[config.mk]
export PLATFORM = sky130hd
export DESIGN_NAME = qpu_measure_unit
export DESIGN_NICKNAME = d
export VERILOG_FILES = /design/src/rtl/qpu_measure_unit.sv
export SDC_FILE = /design/constraint.sdc
export NUM_CORES = 1
export LEC_CHECK = 0
export ABC_AREA = 1
export CORE_ASPECT_RATIO = 0.9
export CORE_MARGIN = 2
export CORE_UTILIZATION = 60
export DETAILED_ROUTE_END_ITERATION = 7
export PLACE_DENSITY = 0.79
export REMOVE_ABC_BUFFERS = 1
export SLEW_MARGIN = 20
export SYNTH_ARGS = -nofsm -noshare
export SYNTH_HDL_FRONTEND = slang
export SYNTH_SLANG_ARGS = --single-unit
export TNS_END_PERCENT = 10
[constraint.sdc]
create_clock -name clk -period 15.5 [get_ports clk]
set_clock_uncertainty 0.05 [all_clocks]
set_input_delay 3.1 -clock clk [delete_from_list [all_inputs] [get_ports clk]]
set_output_delay 3.1 -clock clk [all_outputs]
set_load 0.02 [all_outputs]
[src/rtl/qpu_measure_unit.sv]
// qpu_measure_unit
//
// Projective measurement stage for the 2-qubit state-vector core. A request
// snapshots the four signed 8-bit real amplitudes, squares them into
// probabilities with a running cumulative sum, draws a threshold scaled from
// an internal 16-bit Galois LFSR, picks the first basis state whose
// cumulative probability exceeds the threshold, and hands back the measured
// index together with a collapsed state vector for writeback.
//
// Parameters:
//   AMP_ONE  amplitude placed at the selected index of the collapsed vector
//   SEED     LFSR value after reset (zero is replaced by 16'h0001)
//
// Ports:
//   clk             clock, rising edge
//   reset           asynchronous, active-high reset
//   state_flat      {a0,a1,a2,a3}, signed 8-bit each, a0 in [31:24]
//   start           measurement request, taken only while in_ready=1
//   in_ready        high only while idle
//   lfsr_seed_load  load lfsr_seed into the LFSR this cycle (any state)
//   lfsr_seed       seed value, zero loads 16'h0001
//   result_valid    result available, held until result_ready
//   result_ready    consumer accepts the result
//   result          measured basis index 0..3
//   result_err      all amplitudes were zero, result forced to 0
//   collapsed_flat  collapsed vector, same packing as state_flat
module qpu_measure_unit #(
    parameter int          AMP_ONE = 10,
    parameter logic [15:0] SEED    = 16'hACE1
) (
    input  logic        clk,
    input  logic        reset,
    input  logic [31:0] state_flat,
    input  logic        start,
    output logic        in_ready,
    input  logic        lfsr_seed_load,
    input  logic [15:0] lfsr_seed,
    output logic        result_valid,
    input  logic        result_ready,
    output logic [1:0]  result,
    output logic        result_err,
    output logic [31:0] collapsed_flat
);

    localparam logic [15:0] SEED_EFF  = (SEED == 16'h0000) ? 16'h0001 : SEED;
    localparam logic [15:0] LFSR_MASK = 16'hB400;
    localparam logic [7:0]  AMP_BYTE  = 8'(AMP_ONE);

    typedef enum logic [2:0] {
        IDLE,
        SQUARE,
        DRAW,
        SELECT,
        DONE
    } state_t;

    state_t            state_q, state_d;
    logic [31:0]       snap_q, snap_d;
    logic [3:0][16:0]  cum_q, cum_d;
    logic [1:0]        idx_q, idx_d;
    logic [16:0]       thr_q, thr_d;
    logic              err_q, err_d;
    logic [1:0]        sel_q, sel_d;
    logic              found_q, found_d;
    logic [15:0]       lfsr_q, lfsr_d;
    logic [1:0]        result_q, result_d;
    logic              result_err_q, result_err_d;
    logic [31:0]       collapsed_q, collapsed_d;

    // Datapath helpers shared by the state machine.
    logic [7:0]  amp_cur;
    logic [15:0] amp_ext;
    logic [15:0] sq_cur;
    logic [16:0] cum_prev;
    logic [32:0] lfsr_ext;
    logic [32:0] total_ext;
    logic [16:0] thr_cur;
    logic [15:0] lfsr_step;
    logic [1:0]  sel_now;
    logic        found_now;

    // Amplitude for the current SQUARE index, taken from the snapshot so the
    // live input can change freely while a measurement runs.
    always_comb begin
        amp_cur = 8'h00;
        case (idx_q)
            2'd0:    amp_cur = snap_q[31:24];
            2'd1:    amp_cur = snap_q[23:16];
            2'd2:    amp_cur = snap_q[15:8];
            default: amp_cur = snap_q[7:0];
        endcase
    end

    // Squared magnitude. Sign-extending to 16 bits first makes the 16-bit
    // product exact; the largest value is 16384 (a = -128), so bit 15 is
    // always zero and the value is the 15-bit probability.
    assign amp_ext  = {{8{amp_cur[7]}}, amp_cur};
    assign sq_cur   = amp_ext * amp_ext;
    assign cum_prev = (idx_q == 2'd0) ? 17'd0 : cum_q[idx_q - 2'd1];

    // Threshold = floor(r * total / 2^16), which is strictly below total for
    // any nonzero total because r < 2^16.
    assign lfsr_ext  = {17'd0, lfsr_q};
    assign total_ext = {16'd0, cum_q[3]};
    assign thr_cur   = 17'((lfsr_ext * total_ext) >> 16);

    // One step of the right-shifting Galois LFSR. A nonzero state never maps
    // to zero, so the register can only hold zero if loaded with it, and
    // loads of zero are redirected to 1.
    assign lfsr_step = lfsr_q[0] ? ((lfsr_q >> 1) ^ LFSR_MASK) : (lfsr_q >> 1);

    // LFSR next state: an external seed load wins over the DRAW advance. The
    // DRAW threshold is computed from lfsr_q, so it always sees the value
    // held before the load.
    always_comb begin
        lfsr_d = lfsr_q;
        if (lfsr_seed_load) begin
            lfsr_d = (lfsr_seed == 16'h0000) ? 16'h0001 : lfsr_seed;
        end else if (state_q == DRAW) begin
            lfsr_d = lfsr_step;
        end
    end

    // Main control: next state plus all datapath register updates.
    // SELECT keeps the first index whose cumulative sum exceeds the
    // threshold; a zero-probability entry has the same cumulative sum as its
    // predecessor, so it can never be the first to exceed it. With an
    // all-zero vector nothing is ever found and the cleared sel of 0 stands.
    always_comb begin
        state_d      = state_q;
        snap_d       = snap_q;
        cum_d        = cum_q;
        idx_d        = idx_q;
        thr_d        = thr_q;
        err_d        = err_q;
        sel_d        = sel_q;
        found_d      = found_q;
        result_d     = result_q;
        result_err_d = result_err_q;
        collapsed_d  = collapsed_q;
        sel_now      = sel_q;
        found_now    = found_q;

        case (state_q)
            IDLE: begin
                if (start) begin
                    snap_d  = state_flat;
                    cum_d   = '0;
                    idx_d   = 2'd0;
                    thr_d   = 17'd0;
                    err_d   = 1'b0;
                    sel_d   = 2'd0;
                    found_d = 1'b0;
                    state_d = SQUARE;
                end
            end

            SQUARE: begin
                cum_d[idx_q] = cum_prev + {1'b0, sq_cur};
                idx_d        = idx_q + 2'd1;
                if (idx_q == 2'd3) begin
                    state_d = DRAW;
                end
            end

            DRAW: begin
                thr_d   = thr_cur;
                err_d   = (cum_q[3] == 17'd0);
                idx_d   = 2'd0;
                state_d = SELECT;
            end

            SELECT: begin
                if (!found_q && (thr_q < cum_q[idx_q])) begin
                    sel_now   = idx_q;
                    found_now = 1'b1;
                end
                sel_d   = sel_now;
                found_d = found_now;
                idx_d   = idx_q + 2'd1;
                if (idx_q == 2'd3) begin
                    result_d     = sel_now;
                    result_err_d = err_q;
                    case (sel_now)
                        2'd0:    collapsed_d = {AMP_BYTE, 24'd0};
                        2'd1:    collapsed_d = {8'd0, AMP_BYTE, 16'd0};
                        2'd2:    collapsed_d = {16'd0, AMP_BYTE, 8'd0};
                        default: collapsed_d = {24'd0, AMP_BYTE};
                    endcase
                    state_d = DONE;
                end
            end

            DONE: begin
                if (result_ready) begin
                    state_d = IDLE;
                end
            end

            default: begin
                state_d = IDLE;
            end
        endcase
    end

    // State and datapath registers. Reset aborts any measurement in flight
    // and reloads the LFSR from SEED.
    always_ff @(posedge clk or posedge reset) begin
        if (reset) begin
            state_q      <= IDLE;
            snap_q       <= 32'd0;
            cum_q        <= '0;
            idx_q        <= 2'd0;
            thr_q        <= 17'd0;
            err_q        <= 1'b0;
            sel_q        <= 2'd0;
            found_q      <= 1'b0;
            lfsr_q       <= SEED_EFF;
            result_q     <= 2'd0;
            result_err_q <= 1'b0;
            collapsed_q  <= 32'd0;
        end else begin
            state_q      <= state_d;
            snap_q       <= snap_d;
            cum_q        <= cum_d;
            idx_q        <= idx_d;
            thr_q        <= thr_d;
            err_q        <= err_d;
            sel_q        <= sel_d;
            found_q      <= found_d;
            lfsr_q       <= lfsr_d;
            result_q     <= result_d;
            result_err_q <= result_err_d;
            collapsed_q  <= collapsed_d;
        end
    end

    assign in_ready       = (state_q == IDLE);
    assign result_valid   = (state_q == DONE);
    assign result         = result_q;
    assign result_err     = result_err_q;
    assign collapsed_flat = collapsed_q;

endmodule

# Word level (Yosys, flattened, before mapping)

Index checks and enable logic that the tools add are counted.

Bits in registers: 177

$add $sub $neg: 3
Multiply operators: 2
$lt $le $gt $ge: 4
Equal/unequal tests: 14
Mux-type cells: 32
Bitwise operators: 1
Reductions and logical operators: 22

Operators by type and width:

| kind               | count |
|---|---|
| $pmux 68 s2        | 1 |
| $mux 17            | 5 |
| $pmux 28 s3        | 1 |
| $bmux 17 s2        | 2 |
| $bwmux 68          | 1 |
| $mux 68            | 1 |
| $mux 16            | 4 |
| $demux 17 s2       | 1 |
| $pmux 17 s2        | 1 |
| $mul 16x17->33     | 1 |
| $pmux 8 s3         | 1 |
| $add 17x16->17     | 1 |
| $logic_not 17->1   | 1 |
| $lt 17x17->1       | 1 |
| $logic_not 16->1   | 1 |
| $mul 8x8->16       | 1 |
| $pmux 3 s5         | 1 |
| $mux 3             | 4 |
| $reduce_and 2->1   | 6 |
| $ne 2x2->1 const B | 4 |
| $reduce_bool 2->1  | 4 |
| $eq 2x2->1 const B | 3 |
| $eq 3x2->1 const B | 2 |
| $lt 2x3->1 const B | 2 |
| other kinds (21)   | 28 |

# Longest topological paths before layout

Depth after elaboration: 8
Gate-level depth with buffers: 41
Gate-level depth less buffers: 37

# Worst setup path before layout

OpenSTA, ideal clock, no wires.

Path kind: reg-to-reg
Start: register idx_q[1]
End: register cum_q[33] in the netlist's numbering
Library setup time: 0.126 ns
Arrival time: 6.531 ns
Required time: 15.324 ns
Setup slack: 8.793 ns
Cell stages (with the launch flop): 36
Buffers on the path: 5
Clock period less this slack: 6.707 ns
Cell sequence: dfrtp_1 -> buf_2 -> inv_1 -> clkbuf_1 -> buf_1 -> ha_1 -> clkbuf_2 -> buf_4 -> nand2_1 -> nand2_1 -> o22ai_2 -> nor2_1 -> inv_1 -> fa_1 -> inv_1 -> fa_1 -> inv_1 -> fa_1 -> inv_1 -> fa_1 -> ha_1 -> a21o_1 -> a221oi_1 -> nand3_1 -> inv_1 -> nand2_1 -> nand2_1 -> inv_1 -> ha_1 -> inv_1 -> nor3_1 -> a21oi_1 -> nand2_1 -> nand3_1 -> nand3_1 -> o21ai_0

Word-level cells in the longest chain between the ends: 7
Elaborated cells on any way between the ends: 17
Classes of those cells: add/sub: 2; mul: 1; order compare: 2; eq/ne: 2; mux: 8; reduce/logical: 2

Ends and longest elaborated chain:

| what                                                                   | RTL line | source |
|---|---|---|
| start: declaration                                                     | 60       | `logic [1:0] idx_q, idx_d;` |
| start signal: assignment                                               | 226      | `idx_q <= idx_d;` |
| parallel branches: the longest is 5 deep, another holds $add 17x16->17 | --       |  |
| $bwmux 68 (*)                                                          | 159      | `cum_d[idx_q] = cum_prev + {1'b0, sq_cur};` |
| $pmux 68 s2 (*)                                                        | 144      | `case (state_q)` |
| end signal: assignment                                                 | 225      | `cum_q <= cum_d;` |
| end: declaration                                                       | 59       | `logic [3:0][16:0] cum_q, cum_d;` |

Mark *: on every way between the ends. The select of a mux whose other input is x is not followed.
A chain may end at the register's enable or synchronous reset.

# Worst setup path after layout

Same ends and word-level chain as after synthesis.

==> impl_metrics.ini <==
[finish]
antenna-diode-count = 0
fill_cells = 2862
final_cell_mix = nand2_1, inv_1, fa_1, ha_1, nor2_1
nets = 3159
final_common_cell = nand2_1
drive_gt1_share_pct = 3.85
utilization_pct = 65.0
fin_area_um2 = 21500
ff_latch_area_um2 = 3740
multi_input_area_um2 = 13800
area_delta_synth_final_pct = 6.37

[critical_path]
crit_path_max_fanout = 25
end_kind = register
slowest_stage = dfrtp_1
critPathTopFamily = adder cells
crit_required_ns = 15.77
path_buf_inv = 6
critPathKind = register to register
cp_num_cells = 32
worstPathArrival_ns = 8.18
reg2reg_depth = 32
max_stage_delay_ns = 0.82
crit_path_start_kind = register

[route]
drt_iter0_markers = 1571
dr_total_vias = 17602
drc = 0
wire_per_inst_um = 17.4
via_per_inst = 5.64
routed_wl_mm = 54.3
ant_nets = 0
first_pass_iters = 6

[synthesis]
netlist-cell-type-count = 53
ys_seq_area_share_pct = 18.5
ys.flop_type = dfrtp_1
yosys.area.top_type = fa_1
ys_ff_latch = 149
synth.top_cell.area_share_pct = 24.8
synthXorXnorAreaFrac_pct = 1.30
synth_warnings = 0
synthMuxAreaShare_pct = 0
synth-simple-area-share_pct = 21.7
synth_area_leaders = fa_1, dfrtp_1, nand2_1
synth-edff-count = 0
synth_top_family_by_area = adder cells
synth_area_um2 = 20200
avgSynthCellArea_um2 = 7.47
synth_fa_ha_area_share_pct = 35.2
synth_compound_gate_area_share_pct = 9.56
postSynthCellCount = 2702
async_flop_share_pct = 100

[timing]
finalMaxSlewViolations = 0
setup_viol = 0
finalSetupTns_ns = 0
fin_crit_sh_pct = 51.0
fmax_mhz = 127
min_period_ns = 7.90
hold_violations = 0
tightest_slew_ns = 1.04
rsz0062_at_grt = no
slew_headroom_pct = 31.0
setup_ws_ns = 7.60

[floorplanning]
num_rows = 63
die_area_um2 = 35100
die_w_um = 197
core_um2 = 33000
die_h_um = 178
io-pin-count = 90
initial_core_util_pct = 61.1

[place]
dp_hpwl_mm = 42.1
post_dp_cell_area_um2 = 20900
gp_congestion = 0.977
port-buffer-count = 65
place_ws_ns = 7.92

[clock_network]
cts_num_sinks = 149
worstSkewPairLatency_ns = 0.44
cts_tree = done
cts_buffer_depth = 2
hold_buffers = 0
root_buffer = clkbuf_16
postCtsSetupRepairBufs = 0
cts.htree.levels = 4
postCtsResizedCells = 0
cts_buffers = 17
clk_pin_slew_worst_paths_ns = 0.06

[global_route]
grt_pass1_wl_mm = 89.4
antenna_found_initial = 1
grt_start_max_net_pins = 119
use_met2_pct = 53.5
met3_usage_pct = 7.24
gr-total-overflow = 0
grt_pass1_vias = 17961
grt_use_total_pct = 32.5
busiest_layer = met2
gr-usage-met1_pct = 42.4

[hold_path]
hp-class = register to register
hold_depth = 2

[run]
maxCapViolations = 0

[status]
outcome = completed
[path summary, 6_finish.rpt]
path	from	end	slack, ns
worst max-delay path	idx_q[1]	cum_q[33]	7.60
worst min-delay path	snap_q[24]	snap_q[24]	0.42
worst max register to register	idx_q[1]	cum_q[33]	7.60
worst min register to register	snap_q[24]	snap_q[24]	0.42
max in group asynchronous	reset	cum_q[46]	10.93
min in group asynchronous	reset	cum_q[60]	3.17
[registers in the layout (all words and copies together), names as in the netlist]
name            flops
collapsed_flat      4
cum_q              68
err_q               1
found_q             1
idx_q               2
lfsr_q             16
result              2
result_err          1
sel_q               2
snap_q             32
state_q             3
thr_q              17
[routing by layer]
layer,up-vias,wire (um)
met2,788,25100
met3,149,4690
met4,0,2050
li1,8165,-
met1,8500,22500
met5,-,0
[cell type report]
| type | instances | share of cell area (%) |
|---|---|---|
| tap | 422 | 2.46 |
| sequential | 149 | 17.4 |
| inverter | 551 | 9.66 |
| multi-input combinational | 1884 | 64.1 |
| timing repair buffer | 85 | 3.73 |
| clock buffer | 21 | 2.14 |
| clock inverter | 10 | 0.495 |
[tightest hold or removal path, cell delays in order (launching register included)]
cell and delay (ns):
dfrtp_1 0.34, nand2_1 0.05, nand2_1 0.04
[metrics by stage]
step / cells / hold slack [ns]
5_1_grt: 3122 / 0.457
3_3_place_gp: 3091 / 0.416
2_1_floorplan: 2584 / 0.392
3_5_place_dp: 3091 / 0.409
4_1_cts: 3122 / 0.425
6_report: 3122 / 0.421
[cell families after synthesis]
family                   Yosys count
adder cells (fa/ha/maj)          418
XOR/XNOR                          30
other                              1
buffers and inverters            692
AO/OA/AOI/OAI                    336
AND/OR/NAND/NOR                 1076
flip-flops                       149
[synth_stat cells, drive strengths merged, types with 6 or more instances]
library cell,number
xor2,16
nor4,9
o21ai,134
ha,168
o21bai,7
nand3b,6
dfrtp,141
dfstp,8
buf,77
a21oi,118
nand3,97
nor3,29
nor2,172
o22ai,36
a21o,10
fa,250
xnor2,14
nand4,8
o211ai,15
nand2,750
clkbuf,64
inv,550
Power is not shown: default switching activity piles up to over one toggle a cycle in this logic, so the estimate is an artifact.
